File: config.mk
export PLATFORM = sky130hd
export DESIGN_NAME = bcd_countdown_timer
export DESIGN_NICKNAME = d
export VERILOG_FILES = /design/src/rtl/timer_pkg.sv /design/src/rtl/seg7_decode.sv /design/src/rtl/bcd_countdown_timer.sv
export SDC_FILE = /design/constraint.sdc
export NUM_CORES = 1
export LEC_CHECK = 0
export CELL_PAD_IN_SITES_DETAIL_PLACEMENT = 1
export CELL_PAD_IN_SITES_GLOBAL_PLACEMENT = 1
export CORE_AREA = 2 2 64 127
export DETAILED_ROUTE_END_ITERATION = 6
export DIE_AREA = 0 0 66 129
export GPL_TIMING_DRIVEN = 0
export MAX_ROUTING_LAYER = met4
export PLACE_DENSITY_LB_ADDON = 0.1
export SYNTH_ARGS = -nofsm -noshare
export SYNTH_HDL_FRONTEND = slang
export SYNTH_SLANG_ARGS = --single-unit
export TNS_END_PERCENT = 30
File: constraint.sdc
create_clock -name clk -period 3 [get_ports clk]
set_clock_uncertainty 0.1 [all_clocks]
set_input_delay 0.3 -clock clk [delete_from_list [all_inputs] [get_ports clk]]
set_output_delay 0.3 -clock clk [all_outputs]
set_load 0.02 [all_outputs]
File: src/rtl/timer_pkg.sv
// Shared types and constants for the two-digit BCD countdown timer:
// FSM state encoding, active-low 7-segment codes and digit clamping.
package timer_pkg;

   typedef enum logic [1:0] {
      IDLE  = 2'd0,
      RUN   = 2'd1,
      PAUSE = 2'd2,
      DONE  = 2'd3
   } state_t;

   // Segment order is gfedcba, active-low (0 lights a segment).
   localparam logic [6:0] SEG_0     = 7'b1000000;
   localparam logic [6:0] SEG_1     = 7'b1111001;
   localparam logic [6:0] SEG_2     = 7'b0100100;
   localparam logic [6:0] SEG_3     = 7'b0110000;
   localparam logic [6:0] SEG_4     = 7'b0011001;
   localparam logic [6:0] SEG_5     = 7'b0010010;
   localparam logic [6:0] SEG_6     = 7'b0000010;
   localparam logic [6:0] SEG_7     = 7'b1111000;
   localparam logic [6:0] SEG_8     = 7'b0000000;
   localparam logic [6:0] SEG_9     = 7'b0010000;
   localparam logic [6:0] SEG_BLANK = 7'b1111111;

   // Non-BCD nibbles in a loaded value saturate to 9.
   function automatic logic [3:0] bcd_clamp(input logic [3:0] d);
      return (d > 4'd9) ? 4'd9 : d;
   endfunction

endpackage

File: src/rtl/seg7_decode.sv
// BCD digit to active-low 7-segment decoder; codes 10-15 blank the display.
module seg7_decode
   import timer_pkg::*;
(
   input  logic [3:0] bcd,
   output logic [6:0] seg
);

   always_comb begin
      seg = SEG_BLANK;
      case (bcd)
         4'd0:    seg = SEG_0;
         4'd1:    seg = SEG_1;
         4'd2:    seg = SEG_2;
         4'd3:    seg = SEG_3;
         4'd4:    seg = SEG_4;
         4'd5:    seg = SEG_5;
         4'd6:    seg = SEG_6;
         4'd7:    seg = SEG_7;
         4'd8:    seg = SEG_8;
         4'd9:    seg = SEG_9;
         default: seg = SEG_BLANK;
      endcase
   end

endmodule

File: src/rtl/bcd_countdown_timer.sv
// Two-digit BCD countdown timer: loads 00-99, decrements once per TICK_DIV
// RUN cycles, supports pause/resume, and pulses done when it reaches 00.
module bcd_countdown_timer
   import timer_pkg::*;
#(
   parameter int TICK_DIV = 50000000
) (
   input  logic       clk,
   input  logic       reset,
   input  logic       load,
   input  logic [7:0] load_val,
   input  logic       start,
   input  logic       pause,
   output logic [3:0] tens,
   output logic [3:0] ones,
   output logic       running,
   output logic       done,
   output logic [6:0] hex1,
   output logic [6:0] hex0,
   output state_t     state_dbg
);

   localparam int PW = (TICK_DIV > 2) ? $clog2(TICK_DIV) : 1;
   localparam logic [PW-1:0] PRESC_MAX = PW'(TICK_DIV - 1);

   state_t        state;
   logic [PW-1:0] presc;

   assign state_dbg = state;

   // Handshake-free command interface: load, start and pause are sampled
   // every edge with priority load > start > pause; no acknowledge exists.
   always_ff @(posedge clk or posedge reset) begin
      if (reset) begin
         state   <= IDLE;
         tens    <= 4'd0;
         ones    <= 4'd0;
         presc   <= '0;
         done    <= 1'b0;
         running <= 1'b0;
      end else begin
         done <= 1'b0;
         if (load) begin
            tens    <= bcd_clamp(load_val[7:4]);
            ones    <= bcd_clamp(load_val[3:0]);
            presc   <= '0;
            state   <= IDLE;
            running <= 1'b0;
         end else begin
            case (state)
               IDLE: begin
                  if (start) begin
                     if (tens != 4'd0 || ones != 4'd0) begin
                        state   <= RUN;
                        presc   <= '0;
                        running <= 1'b1;
                     end else begin
                        state <= DONE;
                        done  <= 1'b1;
                     end
                  end
               end
               RUN: begin
                  // start is ignored here but still masks a simultaneous pause.
                  if (pause && !start) begin
                     state   <= PAUSE;
                     running <= 1'b0;
                  end else if (presc == PRESC_MAX) begin
                     presc <= '0;
                     if (ones != 4'd0) begin
                        ones <= ones - 4'd1;
                     end else begin
                        ones <= 4'd9;
                        tens <= tens - 4'd1;
                     end
                     if (tens == 4'd0 && ones == 4'd1) begin
                        state   <= DONE;
                        done    <= 1'b1;
                        running <= 1'b0;
                     end
                  end else begin
                     presc <= presc + PW'(1);
                  end
               end
               PAUSE: begin
                  if (start) begin
                     state   <= RUN;
                     running <= 1'b1;
                  end
               end
               DONE: begin
                  state <= DONE;
               end
               default: begin
                  state   <= IDLE;
                  running <= 1'b0;
               end
            endcase
         end
      end
   end

   seg7_decode u_seg_tens (
      .bcd (tens),
      .seg (hex1)
   );

   seg7_decode u_seg_ones (
      .bcd (ones),
      .seg (hex0)
   );

endmodule
Word-level counts from Yosys, hierarchy flattened
Memory sizes are Yosys's and may differ from the RTL's.
Cells that the tools add are included.
Widths: inputs -> output; s select.
{"block": "word_totals", "register_bits": 38, "rom_bits": 224, "input_bits": 13, "elab_cells": 84, "n_memories": 2}
{"block": "op_classes", "add_sub_neg": 3, "order_cmp": 2, "n_eq_ne": 13, "muxes": 41, "n_reduce_logical": 17}
{"name": "(name not given)", "words": 16, "width": 7, "rd": 1, "rd_ports_with_merged_regs": 0, "write_ports": 0, "line_no": "seg7_decode.sv:11", "rtl": "case (bcd)"}
{"name": "(name not given)", "words": 16, "width": 7, "rd": 1, "rd_ports_with_merged_regs": 0, "write_ports": 0, "line_no": "seg7_decode.sv:11"}
{"cell": "$mux 26", "n": 5}
{"cell": "$pmux 26 s2", "n": 1}
{"cell": "$mux 4", "n": 12}
{"cell": "$add 26x1->26 const B", "n": 1}
{"cell": "$eq 26x26->1 const B", "n": 1}
{"cell": "$mux 2", "n": 7}
{"cell": "$mux 1", "n": 13}
{"cell": "$ne 3x3->1 const B", "n": 4}
{"cell": "$reduce_and 4->1", "n": 3}
{"cell": "$reduce_bool 4->1", "n": 3}
{"cell": "$gt 4x4->1 const B", "n": 2}
{"cell": "$ne 4x4->1 const B", "n": 2}
{"cell": "$pmux 2 s4", "n": 1}
{"cell": "$sub 4x1->4 const B", "n": 2}
{"cell": "$reduce_and 6->1", "n": 1}
{"cell": "$eq 2x2->1 const B", "n": 2}
{"cell": "$eq 4x1->1 const B", "n": 1}
{"cell": "$logic_not 4->1", "n": 1}
{"cell": "$ne 2x2->1 const B", "n": 2}
{"cell": "$reduce_bool 2->1", "n": 2}
{"cell": "$pmux 1 s3", "n": 1}
{"cell": "$reduce_and 3->1", "n": 1}
{"cell": "$reduce_bool 3->1", "n": 1}
{"cell": "$eq 2x1->1 const B", "n": 1}
{"cell": "other kinds (5)", "n": 6}

Longest topological paths before layout
Gate-level depths: netlist (run 1).
{"block": "logic_depth", "ltp_word": 7, "depth_mapped": 9, "depth_no_buf": 7}

Modules after synthesis
Synthesis (run 1) repeated with hierarchy kept, for this count alone.
{"block": "hier_totals", "cells_unflattened": 354, "area_unflattened_um2": 2906.5}
{"mod": "bcd_countdown_timer", "n_inst": 1, "cells_each": 288, "area_per_inst_um2": 2486.1, "seq_area_each_um2": 950.9}
{"mod": "seg7_decode", "n_inst": 2, "cells_each": 33, "area_per_inst_um2": 210.2, "seq_area_each_um2": 0.0}

Worst setup path before layout (run 1)
Ideal clock, no wire load.
{"block": "synth_timing", "path_kind": "register -> register", "from": "register ones[1]", "to": "register presc[16]", "setup_ps": 76, "t_arrival_ps": 2199, "t_required_ps": 2824, "path_slack_ps": 624, "stages_incl_launch_ff": 9, "path_cell_list": "dfrtp_1 inv_1 ha_1 nor3b_4 a41oi_4 nor2_2 buf_2 or4_1 o21ai_1"}
{"block": "synth_via", "elab_chain_cells": 4}
{"item": "start: declaration", "line_no": "bcd_countdown_timer.sv:15", "rtl": "output logic [3:0] ones,"}
{"item": "start signal: assignment", "line_no": "bcd_countdown_timer.sv:45", "rtl": "ones <= bcd_clamp(load_val[3:0]);"}
{"item": "start signal: assignment", "line_no": "bcd_countdown_timer.sv:71", "rtl": "ones <= ones - 4'd1;"}
{"item": "$reduce_bool 4->1", "line_no": "bcd_countdown_timer.sv:53", "rtl": "if (tens != 4'd0 || ones != 4'd0) begin"}
{"item": "$logic_or 1x1->1", "line_no": "bcd_countdown_timer.sv:53"}
{"item": "$ne 3x3->1 (no source line)"}
{"item": "$reduce_and 4->1 (no source line)"}
{"item": "end signal: assignment", "line_no": "bcd_countdown_timer.sv:82", "rtl": "presc <= presc + PW'(1);"}
{"item": "end: declaration", "line_no": "bcd_countdown_timer.sv:27", "rtl": "logic [PW-1:0] presc;"}
No other way between the ends.
A chain may end at the register's enable or synchronous reset.

Final worst setup path (run 1)
{"block": "layout_timing", "from": "register ones[1]", "to": "register presc[11]"}
Same word-level chain as after synthesis.

==> results of run 1 <==
==> cell usage in the layout (no fill, tap or decap), types with 4 or more instances in the layout <==
cell type,synthesis,routed
dfrtp_1,38,38
clkdlybuf4s50_1,0,38
nor2_1,27,27
inv_1,26,25
o21ai_0,26,25
a21oi_1,24,24
nand2_1,20,20
ha_1,15,14
nand4_1,9,9
nand3_1,9,9
and3_1,8,8
o21ai_1,7,8
or4_1,8,8
nor3_1,7,7
nor2b_1,6,6
buf_2,6,6
a22o_1,6,6
a31oi_1,6,6
clkbuf_1,3,5
o211ai_1,5,5
clkbuf_16,0,5
buf_6,4,4
nor4_4,4,4
o21a_1,4,4
nor4_1,4,4
==> area by class of cell <==
type	instances	area, um^2
Fill cell	941	3930
Multi-Input combinational cell	254	1800
Sequential cell	38	951
Timing Repair Buffer	39	400
Clock buffer	7	133
Tap cell	94	118
Buffer	17	113
Inverter	26	97.6
==> cells by family (layout without fill, tap and decap cells) <==
| logic type | Yosys count | after routing |
|---|---|---|
| buf+inv | 43 | 89 |
| mux | 5 | 5 |
| flops | 38 | 38 |
| simple gates | 129 | 129 |
| xor+xnor | 3 | 3 |
| fa+ha+maj | 15 | 15 |
| compound gates | 102 | 102 |
==> synthesized netlist by cell type, types with 5 or more instances <==
library cell	number
and3_1	8
o21ai_1	7
a21oi_1	24
o211ai_1	5
dfrtp_1	38
nand3_1	9
nor2b_1	6
nand4_1	9
nor2_1	27
inv_1	26
nor3_1	7
buf_2	6
o21ai_0	26
a22o_1	6
nand2_1	20
a31oi_1	6
ha_1	15
or4_1	8
==> sequential cells by signal (all words and copies together), names as in the netlist <==
signal and count:
state_dbg 2, ones 4, running 1, done 1, tens 4, presc 26
==> routing by layer <==
layer	global-route usage [%]	up-vias	routed length [um]
li1	-	1325	-
met3	2.10	19	154
met4	12.0	0	354
met1	21.9	1377	3060
met5	-	-	0
met2	47.3	47	5460
==> metrics by stage <==
| step | utilization (%) | setup slack (ns) | power, uW | std cells |
|---|---|---|---|---|
| after floorplan | - | 0.624 | 1110 | 335 |
| after global placement | 45.8 | 0.0789 | 1380 | 467 |
| after detailed placement | 46.0 | 0.0220 | 1400 | 468 |
| after CTS | 47.8 | 0.0773 | 1940 | 475 |
| after global routing | 47.9 | 0.0144 | 2030 | 475 |
| final | 47.9 | 0.175 | 1920 | 475 |
==> power by group through the flow <==
stage	logic [uW]	clock network (uW)	registers [uW]
finish	821	516	580
global route	894	556	585
CTS	818	539	581
detailed placement	813	0	590
global placement	796	0	588
floorplan	496	0	611
==> what timing repair did <==
| action | 4_1_cts | 5_1_grt |
|---|---|---|
| pin swaps | 0 | 0 |
| gates resized for setup | 1 | 2 |
| endpoints found under the setup margin | 1 | 13 |
==> critical path: cells and delay by family, from the launching register on <==
kind            cells  cell delay, ns
flops               1            0.43
buf+inv             2            0.50
simple gates        3            0.84
fa+ha+maj           1            0.31
compound gates      2            0.54
==> how the worst max path moves through the flow <==
| stage | start | end | slack (ns) |
|---|---|---|---|
| floorplan | ones[1] | presc[16] | 0.62 |
| global placement | ones[1] | presc[21] | 0.08 |
| detailed placement | ones[1] | presc[21] | 0.02 |
| CTS | ones[1] | presc[19] | 0.08 |
| global route | ones[1] | presc[11] | 0.01 |
| finish | ones[1] | presc[11] | 0.18 |
==> metrics.md, run 1 <==
| Metric | Value |
|---|---|
| H-tree Lvls | `2` |
| Layout cell share with drive strength beyond 1 | `approximately an eighth` |
| Initial Util | `between 30% and 40%` |
| FFs w/ async S/R, synth | `100%` |
| Clock tree root driver cell | `clkbuf_16` |
| Antenna-violating nets left | `0` |
| Unrepaired setup endpoints after global routing | `no` |
| Die height | `around 130 um` |
| # nets final | `between 400 and 500` |
| Yosys top cell by area | `dfrtp_1` |
| Period Utilization, post-route | `around 94%` |
| Syn_nets | `roughly 360` |
| Syn_area_per_cell | `between 8 and 9 um^2` |
| Yosys cell types | `65` |
| Detailed Place HPWL | `slightly above 7 mm` |
| TritonCTS clock tree | `built` |
| Pre-antenna DRT Iters | `4` |
| Via Count | `between 2000 and 3000` |
| Site Rows | `45` |
| Clock slew at reported path FFs | `roughly 0.060 ns` |
| Routed vias/inst | `just under 6` |
| Worst skew pair latency | `0.29 ns` |
| Worst path slowest cell | `dfrtp_1` |
| Xor/xnor share of the synthesized area | `less than 1%` |
| Crit. End Element | `flop` |
| N_diodes | `0` |
| DRC viols | `0` |
| Mapped Area | `around 3000 um^2` |
| Area delta synth->final | `22.3%` |
| First-pass GRT wire length | `~15 mm` |
| Final instance area | `between 3000 and 4000 um^2` |
| Sequential-to-total area share from yosys stat | `32.2%` |
| Top FF cell, synth | `dfrtp_1` |
| Pleak | `approximately 0.0016 uW` |
| Final hold vios | `0` |
| NetSw | `~750 uW` |
| Area post-placement | `~3500 um^2` |
| Hold_buf cts | `0` |
| Slew at the pin closest to its max-slew limit | `~1 ns` |
| Worst-path maximum fanout | `10` |
| Adder-cell share of the synthesized area | `about 6.4%` |
| Startpoint types | `flop` |
| Fin. max-slew vios | `0` |
| CP Data Required Time | `slightly above 3 ns` |
| Min cycle time layout | `roughly 2.8 ns` |
| Gpl congestion | `0.820` |
| Post-synth EDFFs | `0` |
| Hold slack | `around 0.21 ns` |
| Largest family of logic cells by synthesized area | `simple AND/OR/NAND/NOR gates` |
| Max-slew headroom | `about a third` |
| Worst reg2reg startpoint | `ones[1]` |
| Comb pwr share | `between 40% and 50%` |
| Final setup violation count | `0` |
| #FFs+latches synth | `38` |
| Num CTS Buffers | `5` |
| Mapped Cells | `335` |
| CORE AREA | `7540 um^2` |
| P_int | `about 1200 uW` |
| VDD IR max | `~0.33 mV` |
| Critical path cell sequence | `inv_1, ha_2, nor3b_4, a41oi_4, nor2_2, buf_2, nor2_1, a22o_2` |
| Seq pwr share | `between 30% and 40%` |
| CP peak stage delay | `~0.43 ns` |
| Post-CTS setup buffer count | `0` |
| R2R depth | `8` |
| Reg2reg setup slack | `0.18 ns` |
| Synth Area in Simple Gates | `between 20 and 30%` |
| Initial antenna violation count | `0` |
| Yosys warns | `0` |
| Outcome | `completed` |
| Die Area | `~8500 um^2` |
| Worst Hold Class | `input pin to async pin` |
| Max-cap violation count | `0` |
| Gr ovfl total | `0` |
| Multiplexer area fraction after synthesis | `between 1.5 and 2%` |
| Fmax | `around 0.35 GHz` |
| Reg2reg end | `presc[11]` |
| Total GRT Usage | `around a quarter` |
| Die extent in x | `around 66 um` |
| WL final | `between 9 and 10 mm` |
| Worst path arrival time | `a little under 3 ns` |
| Number of global-route vias before repair | `slightly below 3000` |
| Top-area cell type share of the netlist area | `between 30% and 40%` |
| Pin count of the biggest net entering global routing | `25` |
| Compound-cell area share of the yosys netlist | `approximately 22%` |
| CP Class | `flop to flop` |
| Switching share of power | `39.2%` |
| Final TNS setup | `0 ns` |
| Initial drt markers | `87` |
| Clock tree buffer depth | `2` |
| Clk pwr share | `between 20% and 30%` |
| Power Density | `530 nW/um^2` |
| IO Pins | `39` |
| Synth area leaders | `dfrtp_1 (32%), ha_1 (6.4%), o21ai_0 (4.4%)` |
| Port bufs | `38` |
| Post-DR wirelength/cell | `approximately 19 um` |
| CTS sink count | `38` |
Power figures use the tool's default switching activity.
==> run 2, diff against run 1 <==
- CORE_AREA: 2 2 64 127 -> 5 5 70 135
- DIE_AREA: 0 0 66 129 -> 0 0 75 140
- SKIP_CTS_REPAIR_TIMING: unset -> 1
==> metrics.md, run 2 (same netlist as run 1, synthesis figures left out) <==
| Metric | Value |
|---|---|
| Unrepaired setup endpoints after global routing | `no` |
| Worst Hold Class | `input pin to async pin` |
| Via Count | `2772` |
| Critical path cell sequence | `inv_1, ha_2, nor3b_4, a41oi_4, nor2_2, buf_2, nor2_1, a22o_2` |
| Crit. End Element | `flop` |
| Fillers | `995` |
| Reg2reg setup slack | `~0.23 ns` |
| Layout cell share with drive strength beyond 1 | `roughly 14%` |
| H-tree Lvls | `2` |
| CTS sink count | `38` |
| Pleak | `0.00158 uW` |
| Pin count of the biggest net entering global routing | `34` |
| VDD IR max | `0.354 mV` |
| Area delta synth->final | `23.5%` |
| Initial drt markers | `63` |
| Pre-antenna DRT Iters | `4` |
| Reg2reg end | `presc[11]` |
| WL final | `about 9.3 mm` |
| # nets final | `about 410` |
| Final instance area | `roughly 3600 um^2` |
| Gr ovfl total | `0` |
| Worst path arrival time | `2.84 ns` |
| Gpl congestion | `~0.83` |
| Initial Util | `between 30% and 40%` |
| Port bufs | `38` |
| Fmax | `~0.36 GHz` |
| Slew at the pin closest to its max-slew limit | `between 1 and 1.5 ns` |
| Final setup violation count | `0` |
| Routed vias/inst | `~5.8` |
| Site Rows | `47` |
| Number of global-route vias before repair | `a little under 3000` |
| Clock slew at reported path FFs | `roughly 0.060 ns` |
| Worst-path maximum fanout | `10` |
| Startpoint types | `flop` |
| Area post-placement | `between 3000 and 4000 um^2` |
| Max-slew headroom | `31.8%` |
| Max FFs per register | `26` |
| CP Data Required Time | `between 3 and 4 ns` |
| First-pass GRT wire length | `roughly 15 mm` |
| Top flop regs | `presc (26), ones (4), tens (4)` |
| Worst setup path startpoint | `ones[1]` |
| Clock tree buffer depth | `2` |
| Biggest register | `presc` |
| Hold slack | `around 0.12 ns` |
| TritonCTS clock tree | `built` |
| Initial antenna violation count | `0` |
| Worst skew pair latency | `approximately 0.28 ns` |
| Total GRT Usage | `between 10% and 20%` |
| Period Utilization, post-route | `between 90% and 100%` |
| Worst reg2reg startpoint | `ones[1]` |
| Num CTS Buffers | `5` |
| Max-cap violation count | `0` |
| Min cycle time layout | `roughly 2.8 ns` |
| DRC viols | `0` |
| CP Class | `flop to flop` |
| Die height | `between 100 and 150 um` |
| Antenna-violating nets left | `0` |
| IO Pins | `39` |
| Detailed Place HPWL | `between 7 and 8 mm` |
| Final hold vios | `0` |
| Die extent in x | `~75 um` |
| Outcome | `completed` |
| CP peak stage delay | `~0.43 ns` |
| Most frequent cells in the layout | `dfrtp_1 (38), clkdlybuf4s50_1 (38), nor2_1 (27)` |
| Power Density | `between 500 and 600 nW/um^2` |
| CORE AREA | `roughly 8300 um^2` |
| Clock tree root driver cell | `clkbuf_16` |
| Fin. max-slew vios | `0` |
| Worst path slowest cell | `dfrtp_1` |
| R2R depth | `8` |
| Post-DR wirelength/cell | `just under 20 um` |
| N_diodes | `0` |
| Die Area | `~11000 um^2` |
run 2: changes by cell type in the layout (fill, tap and decap cells not counted), sizes merged:
cell    before  now
buf         14   16
clkinv       0    1
run 2: critical path, delay by kind of cell, from the launching register on:
family	cells	cell delay (ns)
AND/OR/NAND/NOR	3	0.77
AO/OA/AOI/OAI	2	0.52
buffers and inverters	2	0.51
flip-flops	1	0.43
adder cells (fa/ha/maj)	1	0.32
run 2: where the power goes:
group | internal (uW) | switching (uW)
logic | 320 | 501
clock network | 330 | 218
registers | 542 | 37.6
total | 1190 | 757
run 2: final cells by class:
cell class / count / area [um^2] / area share [%]
clock buffers: 7 / 143 / 3.91
repair buffers: 41 / 415 / 11.4
multi-input cells: 254 / 1800 / 49.4
plain buffers: 17 / 113 / 3.09
flip-flops and latches: 38 / 951 / 26.1
inverters: 26 / 97.6 / 2.67
clock inverters: 1 / 5.00 / 0.137
well taps: 98 / 123 / 3.36
run 2: how the worst max path moves through the flow:
stage / depth (start not counted) / endpoint / slack [ns]
2_1_floorplan: 8 / presc[16] / 0.62
3_3_place_gp: 6 / presc[21] / 0.04
3_5_place_dp: 6 / presc[21] / -0.03
4_1_cts: 6 / presc[21] / -0.07
5_1_grt: 8 / presc[11] / 0.001
6_report: 8 / presc[11] / 0.23
run 2: routing by layer:
layer,global-route usage [%],vias up,share of wire [%]
li1,-,1336,-
met4,10.6,0,5.3
met3,2.01,26,2.3
met1,18.2,1354,34
met5,-,-,0
met2,35.4,56,58
run 2: per-stage QoR:
step | cells | power (uW) | worst slack, ns | util, % | setup TNS (ns)
3_5_place_dp | 472 | 1410 | -0.0261 | 41.9 | -0.0261
5_1_grt | 482 | 2070 | 0.00144 | 44.0 | 0
4_1_cts | 480 | 1970 | -0.0663 | 43.7 | -0.0814
2_1_floorplan | 335 | 1110 | 0.624 | - | 0
6_report | 482 | 1950 | 0.234 | 44.0 | 0
3_3_place_gp | 471 | 1390 | 0.0376 | 41.7 | 0
